==> src/rtl/oldland_dbus_pkg.sv <==
// Shared types and defaults for the Oldland data-bus controller.
package oldland_dbus_pkg;

  typedef enum logic [1:0] {
    ST_IDLE,
    ST_RAM_RESP,
    ST_PERIPH_WAIT,
    ST_RESPOND
  } state_e;

  typedef enum logic [1:0] {
    REG_RAM,
    REG_PERIPH,
    REG_UNMAPPED
  } region_e;

  localparam int          DEFAULT_RAM_ADDR_BITS = 12;
  localparam logic [31:0] DEFAULT_PERIPH_BASE   = 32'h8000_0000;
  localparam int          DEFAULT_TIMEOUT       = 255;

  // RAM occupies every byte address below 4 * 2^ram_addr_bits.
  function automatic region_e decode_region(input logic [31:0] addr,
                                            input int          ram_addr_bits,
                                            input logic [31:0] periph_base);
    if ((addr >> (ram_addr_bits + 2)) == 32'd0) return REG_RAM;
    if (addr[31:28] == periph_base[31:28]) return REG_PERIPH;
    return REG_UNMAPPED;
  endfunction

endpackage

==> src/rtl/oldland_dbus_decode.sv <==
// Combinational region classifier for a data-bus address.
module oldland_dbus_decode
  import oldland_dbus_pkg::*;
#(
  parameter int          RAM_ADDR_BITS = DEFAULT_RAM_ADDR_BITS,
  parameter logic [31:0] PERIPH_BASE   = DEFAULT_PERIPH_BASE
) (
  input  logic [31:0] d_addr,
  output region_e     region
);

  assign region = decode_region(d_addr, RAM_ADDR_BITS, PERIPH_BASE);

endmodule

==> src/rtl/oldland_dbus_ctrl.sv <==
// Data-bus controller: routes memory-stage requests to on-chip RAM, the
// peripheral bus (with timeout) or a bus error, returning a one-cycle ack/error.
module oldland_dbus_ctrl
  import oldland_dbus_pkg::*;
#(
  parameter int          RAM_ADDR_BITS = DEFAULT_RAM_ADDR_BITS,
  parameter logic [31:0] PERIPH_BASE   = DEFAULT_PERIPH_BASE,
  parameter int          TIMEOUT       = DEFAULT_TIMEOUT
) (
  input  logic                     clk,
  input  logic                     rst_n,
  input  logic [31:0]              d_addr,
  input  logic [3:0]               d_bytesel,
  input  logic                     d_wr_en,
  input  logic [31:0]              d_wr_val,
  input  logic                     d_access,
  output logic [31:0]              d_data,
  output logic                     d_ack,
  output logic                     d_error,
  output logic                     ram_en,
  output logic [RAM_ADDR_BITS-1:0] ram_addr,
  output logic [3:0]               ram_bytesel,
  output logic                     ram_wr_en,
  output logic [31:0]              ram_wr_data,
  input  logic [31:0]              ram_rd_data,
  output logic [31:0]              p_addr,
  output logic [3:0]               p_bytesel,
  output logic                     p_wr_en,
  output logic [31:0]              p_wr_val,
  output logic                     p_access,
  input  logic [31:0]              p_data,
  input  logic                     p_ack,
  input  logic                     p_error
);

  localparam int            TW         = $clog2(TIMEOUT + 1);
  localparam logic [TW-1:0] TIMER_LAST = TW'(TIMEOUT - 1);

  state_e        state_q, state_d;
  logic          err_q, err_d;
  logic          wr_q, wr_d;
  logic [31:0]   rdata_q, rdata_d;
  logic [TW-1:0] timer_q, timer_d;
  logic [31:0]   p_addr_q, p_addr_d;
  logic [3:0]    p_bytesel_q, p_bytesel_d;
  logic          p_wr_en_q, p_wr_en_d;
  logic [31:0]   p_wr_val_q, p_wr_val_d;
  logic          p_access_q, p_access_d;
  region_e       region;

  oldland_dbus_decode #(
    .RAM_ADDR_BITS(RAM_ADDR_BITS),
    .PERIPH_BASE  (PERIPH_BASE)
  ) u_decode (
    .d_addr(d_addr),
    .region(region)
  );

  assign p_addr    = p_addr_q;
  assign p_bytesel = p_bytesel_q;
  assign p_wr_en   = p_wr_en_q;
  assign p_wr_val  = p_wr_val_q;
  assign p_access  = p_access_q;
  assign ram_addr  = d_addr[RAM_ADDR_BITS+1:2];

  always_comb begin
    state_d     = state_q;
    err_d       = err_q;
    wr_d        = wr_q;
    rdata_d     = rdata_q;
    timer_d     = timer_q;
    p_addr_d    = p_addr_q;
    p_bytesel_d = p_bytesel_q;
    p_wr_en_d   = p_wr_en_q;
    p_wr_val_d  = p_wr_val_q;
    p_access_d  = p_access_q;
    ram_en      = 1'b0;
    ram_bytesel = 4'b0;
    ram_wr_en   = 1'b0;
    ram_wr_data = 32'b0;
    d_ack       = 1'b0;
    d_error     = 1'b0;
    d_data      = 32'b0;

    case (state_q)
      ST_IDLE: begin
        if (d_access) begin
          case (region)
            REG_RAM: begin
              ram_en      = 1'b1;
              ram_bytesel = d_bytesel;
              ram_wr_en   = d_wr_en;
              ram_wr_data = d_wr_val;
              wr_d        = d_wr_en;
              state_d     = ST_RAM_RESP;
            end
            REG_PERIPH: begin
              p_addr_d    = d_addr;
              p_bytesel_d = d_bytesel;
              p_wr_en_d   = d_wr_en;
              p_wr_val_d  = d_wr_val;
              p_access_d  = 1'b1;
              timer_d     = '0;
              state_d     = ST_PERIPH_WAIT;
            end
            default: begin
              err_d   = 1'b1;
              state_d = ST_RESPOND;
            end
          endcase
        end
      end
      ST_RAM_RESP: begin
        d_ack   = 1'b1;
        d_data  = wr_q ? 32'b0 : ram_rd_data;
        state_d = ST_IDLE;
      end
      ST_PERIPH_WAIT: begin
        timer_d = timer_q + TW'(1);
        // Priority: peripheral error, then ack, then timeout.
        if (p_error) begin
          err_d      = 1'b1;
          p_access_d = 1'b0;
          state_d    = ST_RESPOND;
        end else if (p_ack) begin
          rdata_d    = p_wr_en_q ? 32'b0 : p_data;
          err_d      = 1'b0;
          p_access_d = 1'b0;
          state_d    = ST_RESPOND;
        end else if (timer_q == TIMER_LAST) begin
          err_d      = 1'b1;
          p_access_d = 1'b0;
          state_d    = ST_RESPOND;
        end
      end
      ST_RESPOND: begin
        d_ack   = !err_q;
        d_error = err_q;
        d_data  = err_q ? 32'b0 : rdata_q;
        state_d = ST_IDLE;
      end
      default: state_d = ST_IDLE;
    endcase

    // RAM strobes are combinational, so hold them off while reset is asserted.
    if (!rst_n) begin
      ram_en      = 1'b0;
      ram_bytesel = 4'b0;
      ram_wr_en   = 1'b0;
      ram_wr_data = 32'b0;
    end
  end

  always_ff @(posedge clk) begin
    if (!rst_n) begin
      state_q     <= ST_IDLE;
      err_q       <= 1'b0;
      wr_q        <= 1'b0;
      rdata_q     <= 32'b0;
      timer_q     <= '0;
      p_addr_q    <= 32'b0;
      p_bytesel_q <= 4'b0;
      p_wr_en_q   <= 1'b0;
      p_wr_val_q  <= 32'b0;
      p_access_q  <= 1'b0;
    end else begin
      state_q     <= state_d;
      err_q       <= err_d;
      wr_q        <= wr_d;
      rdata_q     <= rdata_d;
      timer_q     <= timer_d;
      p_addr_q    <= p_addr_d;
      p_bytesel_q <= p_bytesel_d;
      p_wr_en_q   <= p_wr_en_d;
      p_wr_val_q  <= p_wr_val_d;
      p_access_q  <= p_access_d;
    end
  end

endmodule
==> config.mk <==
export PLATFORM = sky130hd
export DESIGN_NAME = oldland_dbus_ctrl
export DESIGN_NICKNAME = d
export VERILOG_FILES = /design/src/rtl/oldland_dbus_pkg.sv /design/src/rtl/oldland_dbus_decode.sv /design/src/rtl/oldland_dbus_ctrl.sv
export SDC_FILE = /design/constraint.sdc
export NUM_CORES = 1
export LEC_CHECK = 0
export ABC_AREA = 1
export ABC_CLOCK_PERIOD_IN_PS = 1450
export CAP_MARGIN = 20
export CORE_ASPECT_RATIO = 1.2
export CORE_MARGIN = 5
export CORE_UTILIZATION = 35
export DETAILED_ROUTE_END_ITERATION = 12
export GPL_TIMING_DRIVEN = 0
export PLACE_DENSITY_LB_ADDON = 0.15
export SYNTH_ARGS = -nofsm -noshare
export SYNTH_HDL_FRONTEND = slang
export SYNTH_SLANG_ARGS = --single-unit
export TNS_END_PERCENT = 1
==> constraint.sdc <==
create_clock -name clk -period 1.45 [get_ports clk]
set_input_delay 0.29 -clock clk [delete_from_list [all_inputs] [get_ports clk]]
set_output_delay 0.29 -clock clk [all_outputs]
set_load 0.02 [all_outputs]
==> results_dict.tcl <==
set metrics [dict create \
    run_status "finished with violations" \
    failed_checks "negative setup slack" \
    worst_hold_path.num_cells 3 \
    clock_insertion_delay_worst_skew_ns 0.41 \
    design.portCount 292 \
    area_growth_pct 85.3 \
    finalSetupViolCount 74 \
    final_area_um2 9790 \
    most-common-layout-cells "clkdlybuf4s50_1 (118), inv_1 (116), dfxtp_1 (112)" \
    netSwitchingPower_mw 2.16 \
    grt_pass1_wl_mm 30.6 \
    worst-endpoint-arrival_ns 1.76 \
    mappedNetlistArea_um2 5280 \
    placement_rows 49 \
    yosysWarningCount 0 \
    mostFrequentLayoutCell "clkdlybuf4s50_1" \
    slew_headroom 0.471 \
    post_synth_inst_count 686 \
    report.power.total_mw 9.28 \
    gp_routability_congestion 0.814 \
    detailedRoute.firstIterationViolations 186 \
    p_leak_nw 4.38 \
    synth.yosys.seq_area_share 0.432 \
    die-width_um 122 \
    cts_tree "built" \
    clkTransAtPathRegs_ns 0.05 \
    layout.filler_cells 1333 \
    hpwl_mm 15.1 \
    share_of_total_power_in_combinational_logic 0.151 \
    wl_mm 19.8 \
    grt_pass1_vias 5813 \
    timing.critical_path.buf_inv 5 \
    tns_ns -37.98 \
    detail_route.drc_violations 0 \
    detailedRoute.firstPassIterationCount 4 \
    reg2reg_to "rdata_q[6]" \
    switching_share 0.233 \
    utilization 0.657 \
    timing.reg2reg.worst_path_depth 7 \
    layout.nets 1154 \
    port_buffers 290 \
    post_drt_wl_per_cell_um 16.1 \
    timing.critical_path.max_delay_family "buffers and inverters" \
    clock-root-buffer "clkbuf_16" \
    worst_hold_startpoint "d_addr[19]" \
    crit_slowest_cell "dfxtp_4" \
    yosys_register_bits 114 \
    critical_path.startpoint_type "register" \
    worst_hold_path_type "primary input to register" \
    upper_clock_frequency_limit_ghz 0.487 \
    initial_utilization 0.354 \
    final-max-slew-violation-count 0 \
    endpoint_class_of_the_critical_path "primary output" \
    area_of_the_multi_input_gates_um2 2620 \
    fin_crit_sh 1.42 \
    worstPathRequired_ns 1.16 \
    report.final.hold_viol_count 0 \
    gr-total-overflow 0 \
    maximum_number_of_pins_on_one_net_before_global_route_repair 17 \
    dr_total_vias 5745 \
    critical_path.max_fanout 5 \
    share_of_layout_cells_above_drive_strength_1 0.298 \
    timing.reg2reg.setup_slack_ns 0.03 \
    die_height_um 145 \
    synth_nets 826 \
    core_um2 14900 \
    average_footprint_of_a_synthesized_cell_um2 7.70 \
    seqCellArea_um2 2290 \
    cts_max_path_buffers 2 \
    grt_setup_unrepaired "yes" \
    die-area_um2 17700 \
    postPlaceCellArea_um2 8740 \
    max_slew.worst_pin.slew_ns 0.793 \
    timing.clock.skew_ns 0.0251 \
    regToRegStartpoint "state_q[1]" \
    synth.distinct_cells 37 \
    slowest_delay_ns 0.37 \
    pwr-share-clk 0.498 \
    hold_end "p_addr[19]" \
    count_of_h_tree_levels_built_during_cts 4 \
    worst-setup-path-type "register to primary output" \
    final.hold.worst_slack_ns 0.272 \
    antenna_found_initial 2 \
    inserted_clock_buffers 17 \
    max-vdd-ir-drop_v 0.000758 \
    path_cells "nor2_4, nand2_2, inv_2, nand4_1, buf_6, buf_12, buf_12, nor2_4, buf_6" \
    finalWorstPathRequiredPeriod_ns 2.05 \
    p_seq_frac 0.351 \
    internal_power_mw 7.12 \
    pwr_density_cell_nw_per_um2 948 \
    postLayoutSetupSlackWorst_ns -0.602 \
    count_of_maximum_capacitance_violations 0 \
    grtUsageTotal 0.221 \
    vias_per_cell 4.66 \
    numClockSinks 114 \
    final_ant_viol_nets 0 \
]
[worst max path at each step]
stage | start | endpoint | slack [ns] | cells past startpoint
after global placement | d_addr[28] | ram_wr_data[25] | -1.49 | 9
after detailed placement | d_addr[28] | ram_wr_data[25] | -1.50 | 9
after floorplan | state_q[0] | d_data[0] | -0.10 | 7
after global routing | state_q[1] | ram_wr_data[25] | -0.73 | 9
after CTS | state_q[0] | d_data[6] | -0.60 | 8
final | state_q[1] | ram_wr_data[25] | -0.60 | 9
[layout make-up]
| class | instances | share of cell area |
|---|---|---|
| Tap cell | 204 | 0.0261 |
| Multi-Input combinational cell | 391 | 0.267 |
| Sequential cell | 114 | 0.234 |
| Inverter | 122 | 0.0470 |
| Clock buffer | 24 | 0.0533 |
| Timing Repair Buffer | 309 | 0.303 |
| Buffer | 59 | 0.0536 |
| Antenna cell | 2 | 0.000511 |
| Clock inverter | 8 | 0.0148 |
[sequential cells by signal (all words and copies together) (netlist names)]
register / flops
rdata_q: 32
p_access: 1
state_q: 2
timer_q: 8
err_q: 1
wr_q: 1
p_wr_val: 32
p_bytesel: 4
p_addr: 32
p_wr_en: 1
[Yosys cell counts (all sizes together)]
master | instances | area [µm²]
nand2 | 32 | 130
a31o | 1 | 8.76
nand4 | 3 | 18.8
xor2 | 1 | 8.76
dfxtp | 114 | 2280
nand3 | 10 | 50.1
o2111ai | 1 | 8.76
nand3b | 2 | 18.8
o21ai | 70 | 350
nor2 | 124 | 490
a21oi | 76 | 380
o22ai | 32 | 213
a211oi | 32 | 385
buf | 39 | 344
or2 | 2 | 12.5
ha | 2 | 25.0
inv | 121 | 457
clkinv | 1 | 3.75
nor3 | 3 | 15.0
clkbuf | 20 | 78.8
[worst reg2reg max path: cells and delay by family, from the launching register on]
kind	cells	cell delay, ns
buf+inv	3	0.40
flops	1	0.39
simple gates	2	0.29
compound gates	2	0.20
[per-layer routing]
layer,part of all wire,global-route usage
met2,0.51,0.401
met1,0.39,0.243
met4,0.010,0.0619
met3,0.094,0.0806
met5,0,0
[power groups by stage]
stage               logic, mW  clock network [mW]  registers (mW)
global route             1.50                4.88            3.27
CTS                      1.34                4.72            3.26
floorplan               0.591                   0            3.36
global placement         1.33                   0            3.32
detailed placement       1.33                   0            3.32
finish                   1.40                4.62            3.26
[per-stage QoR]
step | instances | setup slack, ns
detailed placement | 1180 | -1.50
finish | 1233 | -0.602
CTS | 1228 | -0.600
global placement | 1180 | -1.49
global route | 1233 | -0.729
floorplan | 686 | -0.100
[logic make-up after synthesis]
kind of cell | synth area share
AND/OR/NAND/NOR | 0.139
XOR/XNOR | 0.00166
adder cells (fa/ha/maj) | 0.00474
flip-flops | 0.432
buffers and inverters | 0.167
AO/OA/AOI/OAI | 0.255
[timing repair]
item | 4_1_cts | 5_1_grt
hold buffers | 0 | 0
setup endpoints to repair | 181 | 173
resized for setup | 543 | 50
pin swaps | 15 | 6
gates cloned | 2 | 0
buffers inserted | 14 | 3
No activity file was read; power rests on OpenSTA's default activity.
